--- src/rtl/sipo_deser_pkg.sv ---
`default_nettype none
// +----------------------------------------------------------------------------+
// | Package  : sipo_pkg                                                        |
// | Purpose  : Shared types and constants for the sipo_deser receiver.         |
// |            Holds the receive-FSM state encoding, the parity polarity and   |
// |            a helper that sizes the bit counter from the word width.        |
// | Options  : SIPO_DESER_PARITY_EN (consumed by sipo_deser / sipo_deser_if)   |
// | Revision : 1.0  initial release                                            |
// +----------------------------------------------------------------------------+
package sipo_pkg;

  // Receive FSM states: data bits, then (optionally) one parity bit.
  typedef enum logic [0:0] {
    RX_DATA = 1'b0,
    RX_PAR  = 1'b1
  } rx_state_t;

  // Even parity: XOR over word and parity bit is 0 for a clean frame.
  localparam logic PAR_EVEN     = 1'b0;
  localparam logic PAR_POLARITY = PAR_EVEN;

  // Bit counter width; must be able to hold the value WIDTH itself.
  function automatic int cnt_width(input int width);
    return $clog2(width + 1);
  endfunction

endpackage : sipo_pkg
`default_nettype wire

--- src/rtl/sipo_deser_if.sv ---
`default_nettype none
// +----------------------------------------------------------------------------+
// | Interface: sipo_deser_if                                                   |
// | Purpose  : Serial input, frame restart and word output handshake of the   |
// |            SIPO deserializer bundled into one port.                        |
// |            master  = link/downstream side (drives sin, consumes pout)      |
// |            slave   = the deserializer itself                               |
// | Options  : SIPO_DESER_PARITY_EN adds parity_err                            |
// | Revision : 1.0  initial release                                            |
// +----------------------------------------------------------------------------+
interface sipo_deser_if #(
  parameter int WIDTH = 4
);
  import sipo_pkg::*;

  localparam int CNT_W = cnt_width(WIDTH);

  // Serial side and frame control
  logic             clr;
  logic             sin;
  logic             sin_valid;

  // Word side
  logic [WIDTH-1:0] pout;
  logic             pout_valid;
  logic             pout_ready;

  // Status
  logic             overrun;
  logic [CNT_W-1:0] bit_cnt;

`ifdef SIPO_DESER_PARITY_EN
  logic             parity_err;

  modport master (
    output clr, sin, sin_valid, pout_ready,
    input  pout, pout_valid, overrun, bit_cnt, parity_err
  );

  modport slave (
    input  clr, sin, sin_valid, pout_ready,
    output pout, pout_valid, overrun, bit_cnt, parity_err
  );
`else
  modport master (
    output clr, sin, sin_valid, pout_ready,
    input  pout, pout_valid, overrun, bit_cnt
  );

  modport slave (
    input  clr, sin, sin_valid, pout_ready,
    output pout, pout_valid, overrun, bit_cnt
  );
`endif

endinterface : sipo_deser_if
`default_nettype wire

--- src/rtl/sipo_deser.sv ---
`default_nettype none
// +----------------------------------------------------------------------------+
// | Module   : sipo_deser                                                      |
// | Purpose  : Serial-in parallel-out deserializer, receive end of the PISO    |
// |            shift link. Bits arrive LSB first, one per sin_valid strobe,    |
// |            and are assembled into WIDTH-bit words offered on a             |
// |            valid/ready port backed by a single holding register.          |
// |            A word completing while the holding register is still full and  |
// |            not being drained is dropped and flagged in sticky overrun.     |
// | Options  : SIPO_DESER_PARITY_EN - one even-parity bit follows each word;   |
// |            completion moves to the parity bit and parity_err is reported   |
// |            alongside pout.                                                 |
// | Revision : 1.0  initial release                                            |
// +----------------------------------------------------------------------------+
module sipo_deser
  import sipo_pkg::*;
#(
  parameter int WIDTH = 4
) (
  input  wire logic     clk,
  input  wire logic     rst_n,
  sipo_deser_if.slave   bus
);

  localparam int CNT_W = cnt_width(WIDTH);

  // Count value carried by the final data bit of a word.
  localparam logic [CNT_W-1:0] LAST_DATA = CNT_W'(WIDTH - 1);
  localparam logic [CNT_W-1:0] CNT_ONE   = CNT_W'(1);

  // ---------------------------------------------------------------------------
  // Receive path state
  // ---------------------------------------------------------------------------
  rx_state_t        state;
  rx_state_t        state_nxt;
  logic [WIDTH-1:0] sreg;
  logic [WIDTH-1:0] sreg_nxt;
  logic [CNT_W-1:0] cnt;
  logic [CNT_W-1:0] cnt_nxt;

  // Completion event and the word it carries, valid only while word_done=1.
  logic             word_done;
  logic [WIDTH-1:0] word;

  // ---------------------------------------------------------------------------
  // Holding register / output handshake state
  // ---------------------------------------------------------------------------
  logic [WIDTH-1:0] hold;
  logic             hold_valid;
  logic             ovr;
  logic             xfer;
  logic             can_load;

`ifdef SIPO_DESER_PARITY_EN
  logic             word_perr;
  logic             perr;
`endif

  // Receive state, shift register and bit counter; reset discards any partial word.
  always_ff @(posedge clk or negedge rst_n) begin
    if (!rst_n) begin
      state <= RX_DATA;
      sreg  <= '0;
      cnt   <= '0;
    end else begin
      state <= state_nxt;
      sreg  <= sreg_nxt;
      cnt   <= cnt_nxt;
    end
  end

  // Next-state decode: clr restarts the frame ahead of any strobe, data bits shift
  // in from the top so the first bit received lands in bit 0 after WIDTH shifts.
  always_comb begin
    state_nxt = state;
    sreg_nxt  = sreg;
    cnt_nxt   = cnt;
    word_done = 1'b0;
    word      = sreg;
`ifdef SIPO_DESER_PARITY_EN
    word_perr = 1'b0;
`endif

    if (bus.clr) begin
      state_nxt = RX_DATA;
      sreg_nxt  = '0;
      cnt_nxt   = '0;
    end else if (bus.sin_valid) begin
      case (state)
        RX_DATA: begin
          sreg_nxt = {bus.sin, sreg[WIDTH-1:1]};
          if (cnt == LAST_DATA) begin
`ifdef SIPO_DESER_PARITY_EN
            // Word is assembled but only released once its parity bit arrives.
            cnt_nxt   = cnt + CNT_ONE;
            state_nxt = RX_PAR;
`else
            cnt_nxt   = '0;
            word_done = 1'b1;
            word      = {bus.sin, sreg[WIDTH-1:1]};
`endif
          end else begin
            cnt_nxt = cnt + CNT_ONE;
          end
        end

        RX_PAR: begin
`ifdef SIPO_DESER_PARITY_EN
          // sreg already holds the full word; this strobe carries the parity bit.
          cnt_nxt   = '0;
          state_nxt = RX_DATA;
          word_done = 1'b1;
          word      = sreg;
          word_perr = (^{sreg, bus.sin}) ^ PAR_POLARITY;
`else
          state_nxt = RX_DATA;
`endif
        end

        default: begin
          state_nxt = RX_DATA;
        end
      endcase
    end
  end

  // A handshake completes when the holder is full and downstream is ready;
  // a new word may be accepted when the holder is empty or draining this cycle.
  assign xfer     = hold_valid && bus.pout_ready;
  assign can_load = !hold_valid || bus.pout_ready;

  // Holding register: load on completion if space, otherwise drop and flag overrun.
  always_ff @(posedge clk or negedge rst_n) begin
    if (!rst_n) begin
      hold       <= '0;
      hold_valid <= 1'b0;
      ovr        <= 1'b0;
`ifdef SIPO_DESER_PARITY_EN
      perr       <= 1'b0;
`endif
    end else begin
      if (word_done) begin
        if (can_load) begin
          hold       <= word;
          hold_valid <= 1'b1;
`ifdef SIPO_DESER_PARITY_EN
          perr       <= word_perr;
`endif
        end else begin
          ovr <= 1'b1;
        end
      end else if (xfer) begin
        hold_valid <= 1'b0;
      end

      // A frame restart also clears the sticky overrun flag; word_done is
      // already suppressed under clr so the two never race.
      if (bus.clr) begin
        ovr <= 1'b0;
      end
    end
  end

  // ---------------------------------------------------------------------------
  // Output drive
  // ---------------------------------------------------------------------------
  assign bus.pout       = hold;
  assign bus.pout_valid = hold_valid;
  assign bus.overrun    = ovr;
  assign bus.bit_cnt    = cnt;
`ifdef SIPO_DESER_PARITY_EN
  assign bus.parity_err = perr;
`endif

endmodule : sipo_deser
`default_nettype wire

--- src/flat_wrapper.sv ---
// flat-port wrapper written by rule: the top's interface ports become plain ports
module sipo_deser_flat import sipo_pkg::*;
#(
  parameter int WIDTH = 4
)
  (clk, rst_n, bus_clr, bus_sin, bus_sin_valid, bus_pout_ready, bus_pout, bus_pout_valid, bus_overrun, bus_bit_cnt);
  sipo_deser_if #(.WIDTH(WIDTH)) bus_i ();
  input  wire logic clk;
  input  wire logic rst_n;
  input wire logic [$bits(bus_i.clr)-1:0] bus_clr;
  input wire logic [$bits(bus_i.sin)-1:0] bus_sin;
  input wire logic [$bits(bus_i.sin_valid)-1:0] bus_sin_valid;
  input wire logic [$bits(bus_i.pout_ready)-1:0] bus_pout_ready;
  output wire logic [$bits(bus_i.pout)-1:0] bus_pout;
  output wire logic [$bits(bus_i.pout_valid)-1:0] bus_pout_valid;
  output wire logic [$bits(bus_i.overrun)-1:0] bus_overrun;
  output wire logic [$bits(bus_i.bit_cnt)-1:0] bus_bit_cnt;
  assign bus_i.clr = bus_clr;
  assign bus_i.sin = bus_sin;
  assign bus_i.sin_valid = bus_sin_valid;
  assign bus_i.pout_ready = bus_pout_ready;
  assign bus_pout = bus_i.pout;
  assign bus_pout_valid = bus_i.pout_valid;
  assign bus_overrun = bus_i.overrun;
  assign bus_bit_cnt = bus_i.bit_cnt;
  sipo_deser #(.WIDTH(WIDTH)) u_core (.clk(clk), .rst_n(rst_n), .bus(bus_i));
endmodule
--- config.mk ---
export PLATFORM = sky130hd
export DESIGN_NAME = sipo_deser_flat
export DESIGN_NICKNAME = d
export VERILOG_FILES = /design/src/rtl/sipo_deser_pkg.sv /design/src/rtl/sipo_deser_if.sv /design/src/rtl/sipo_deser.sv /design/src/flat_wrapper.sv
export SDC_FILE = /design/constraint.sdc
export NUM_CORES = 1
export LEC_CHECK = 0
export CAP_MARGIN = 20
export CORE_AREA = 3 3 40 42
export DETAILED_ROUTE_END_ITERATION = 8
export DIE_AREA = 0 0 43 45
export GPL_TIMING_DRIVEN = 0
export PLACE_DENSITY_LB_ADDON = 0.12
export SYNTH_ARGS = -nofsm -noshare
export SYNTH_HDL_FRONTEND = slang
export SYNTH_SLANG_ARGS = --single-unit
--- constraint.sdc ---
create_clock -name clk -period 4 [get_ports clk]
set_input_delay 0.4 -clock clk [delete_from_list [all_inputs] [get_ports clk]]
set_output_delay 0.4 -clock clk [all_outputs]
set_load 0.05 [all_outputs]
==> impl_metrics.ini <==
[drt]
drt_pass1_iterations = 4
detail_route.wl_per_cell_um = 14.2
vias = 364
drcViolationCount = 0
ant_nets = 0
drt-vias-per-instance = 4.99
drt-total-wl_mm = 1.04
drt_first_iter_violations = 6

[critical_path]
crit_buf_inv = 1
arrival_ns = 1.49
crit_path_max_incr_delay_ns = 0.82
crit_chain = clkdlybuf4s50_1
path_max_fanout = 5
endpoint_kind = primary output
required_ns = 3.60
cp_slowest_cell = clkdlybuf4s50_1
critPathKind = flip-flop to primary output
cp-start-kind = flip-flop
critPathTopFamily = buffers and inverters

[timing]
fmax_mhz = 529
min_period_over_period = 0.473
finalHoldViolCount = 0
finalCriticalPeriod_ns = 1.89
grt_setup_unrepaired = false
slew_violations = 0
hold_slack_ns = 0.322
fin_skew_ns = 0.00267
tightest_slew_ns = 0.518
final-setup-viol-count = 0
tns_ns = 0
maxSlewHeadroom = 0.654

[placement]
place_hpwl_um = 800
port_buffers = 13
gp_congestion = 0.671
place_inst = 70

[grt]
grt_overflow = 0
grt_pass1_wl_mm = 1.78
grt_pass1_vias = 424
antenna_found_initial = 0
grt_max_degree = 13
gr-usage-all-layers = 0.126

[clock_tree]
clockBufferDepth = 2
cts_inserted_buffers = 3
post-cts-setup-buffers = 0
clk_pin_slew_ns = 0.07
cts_root_buf = clkbuf_4
cts_hold_buf = 0
htree_levels = 1
cts_num_sinks = 12
worstSkewPairLatency_ns = 0.26
cts_resized = 0
cts_tree = yes

[pwr]
leakagePower_nw = 0.346
power.density_nw_per_um2 = 341
peakVddDrop_v = 0.000169

[floorplanning]
die_area_um2 = 1940
die_y_um = 45
die_w_um = 43
fp-row-count = 13
core-area_um2 = 1280
initial_core_util = 0.419
io_pins = 15

[flow_run]
cap_viol_max_count = 0

[synth]
postSynthCellCount = 42
synth_edf_count = 0
synth_top_area_cell = dfrtp_1
yosys-top-cells-area = dfrtp_1 (56%), mux2_4 (11%), mux2i_1 (5.6%)
synth_common_cells = dfrtp_1 (12), mux2_4 (4), nor2_1 (4), mux2i_1 (3), nand2b_1 (3)
yosysWarningCount = 0
syn_avg_cell_area_um2 = 12.8
synthDistinctLibCells = 18
yosysSeqAreaShare = 0.558
yosysTopAreaCellShare = 0.558
synth-main-ff-cell = dfrtp_1
syn_nets = 49
async_flop_share = 1.00
syn_area_um2 = 538
ys_seq_elements = 12
yosysMostFrequentCell = dfrtp_1

[layout]
antenna_cells = 0
layout.nets = 67
syn_to_final_growth_pct = 31.9
stdcell_count = 73
filler_cell_count = 113
layout-drive-gt1-share = 0.190

[outcome]
outcome = finished, final reports clean

[worst_hold_path]
hp-class = primary input to flip-flop
==> stage by stage <==
step	power (mW)	area (um2)	setup slack [ns]	utilization
after floorplan	0.158	538	2.09	-
after CTS	0.247	709	2.09	0.552
after global routing	0.255	709	2.02	0.552
after global placement	0.173	687	2.05	0.535
final	0.242	709	2.11	0.552
after detailed placement	0.175	687	2.04	0.535
==> flip-flops by register name, indices dropped and copies added (netlist names) <==
signal and cells:
u_core.bus.bit_cnt 3, u_core.bus.overrun 1, u_core.bus.pout 4, u_core.bus.pout_valid 1, u_core.sreg 3
==> where the power goes <==
group          leakage [nW]  internal (mW)  switching [mW]  total [mW]
Combinational         0.168         0.0180          0.0244      0.0424
Clock                0.0138         0.0347          0.0350      0.0697
Sequential            0.165          0.126         0.00362       0.130
Total                 0.346          0.179          0.0630       0.242
==> layout make-up <==
| cell class | instances | area, um2 | share of cell area |
|---|---|---|---|
| clock buffers | 3 | 22.5 | 0.0317 |
| plain buffers | 3 | 26.3 | 0.0370 |
| repair buffers | 13 | 130 | 0.183 |
| multi-input cells | 26 | 208 | 0.293 |
| well taps | 15 | 18.8 | 0.0265 |
| inverters | 1 | 3.75 | 0.00529 |
| flip-flops and latches | 12 | 300 | 0.423 |
==> metal layers <==
layer / part of all wire / vias to the layer above / track usage
met3: 0.048 / 0 / 0.0398
met2: 0.53 / 10 / 0.222
li1: - / 176 / -
met5: 0 / - / 0
met1: 0.43 / 178 / 0.142
met4: 0 / 0 / 0.0542
==> layout by cell type (no fill, tap or decap), drive strengths merged, types with 2 or more instances in the layout <==
cell type	instances
dfrtp	12
clkdlybuf4s50	13
nand2b	3
mux2	4
a21oi	2
mux2i	3
nor2b	2
nor2	4
clkbuf	4
buf	2
==> worst register-to-register path, cell delays in order (launching register included) <==
cell and delay (ns):
dfrtp_1 0.39, ha_1 0.21, nand2_1 0.09, or4_4 0.42, buf_6 0.15, mux2_4 0.29
==> logic make-up (layout without fill, tap and decap cells) <==
family / count (synthesis) / count (layout) / synth area share
AO/OA/AOI/OAI: 4 / 4 / 0.0465
flip-flops: 12 / 12 / 0.558
AND/OR/NAND/NOR: 14 / 14 / 0.149
buffers and inverters: 4 / 20 / 0.0558
multiplexers: 7 / 7 / 0.167
adder cells (fa/ha/maj): 1 / 1 / 0.0233
==> final timing paths <==
path / from / end / slack [ns] / depth (start not counted)
max: u_core.bus.bit_cnt[2]$_DFFE_PN0P_ / bus_bit_cnt[2] / 2.11 / 1
min: bus_clr / u_core.bus.bit_cnt[0]$_DFFE_PN0P_ / 0.32 / 2
max reg2reg: u_core.bus.bit_cnt[0]$_DFFE_PN0P_ / u_core.bus.pout[1]$_DFFE_PN0P_ / 2.33 / 5
min reg2reg: u_core.bus.overrun$_DFFE_PN0P_ / u_core.bus.overrun$_DFFE_PN0P_ / 0.50 / 2
max in group asynchronous: rst_n / u_core.bus.pout_valid$_DFFE_PN0P_ / 3.18 / 1
min in group asynchronous: rst_n / u_core.bus.bit_cnt[2]$_DFFE_PN0P_ / 0.48 / 1
(Power assumes the default switching activity.)
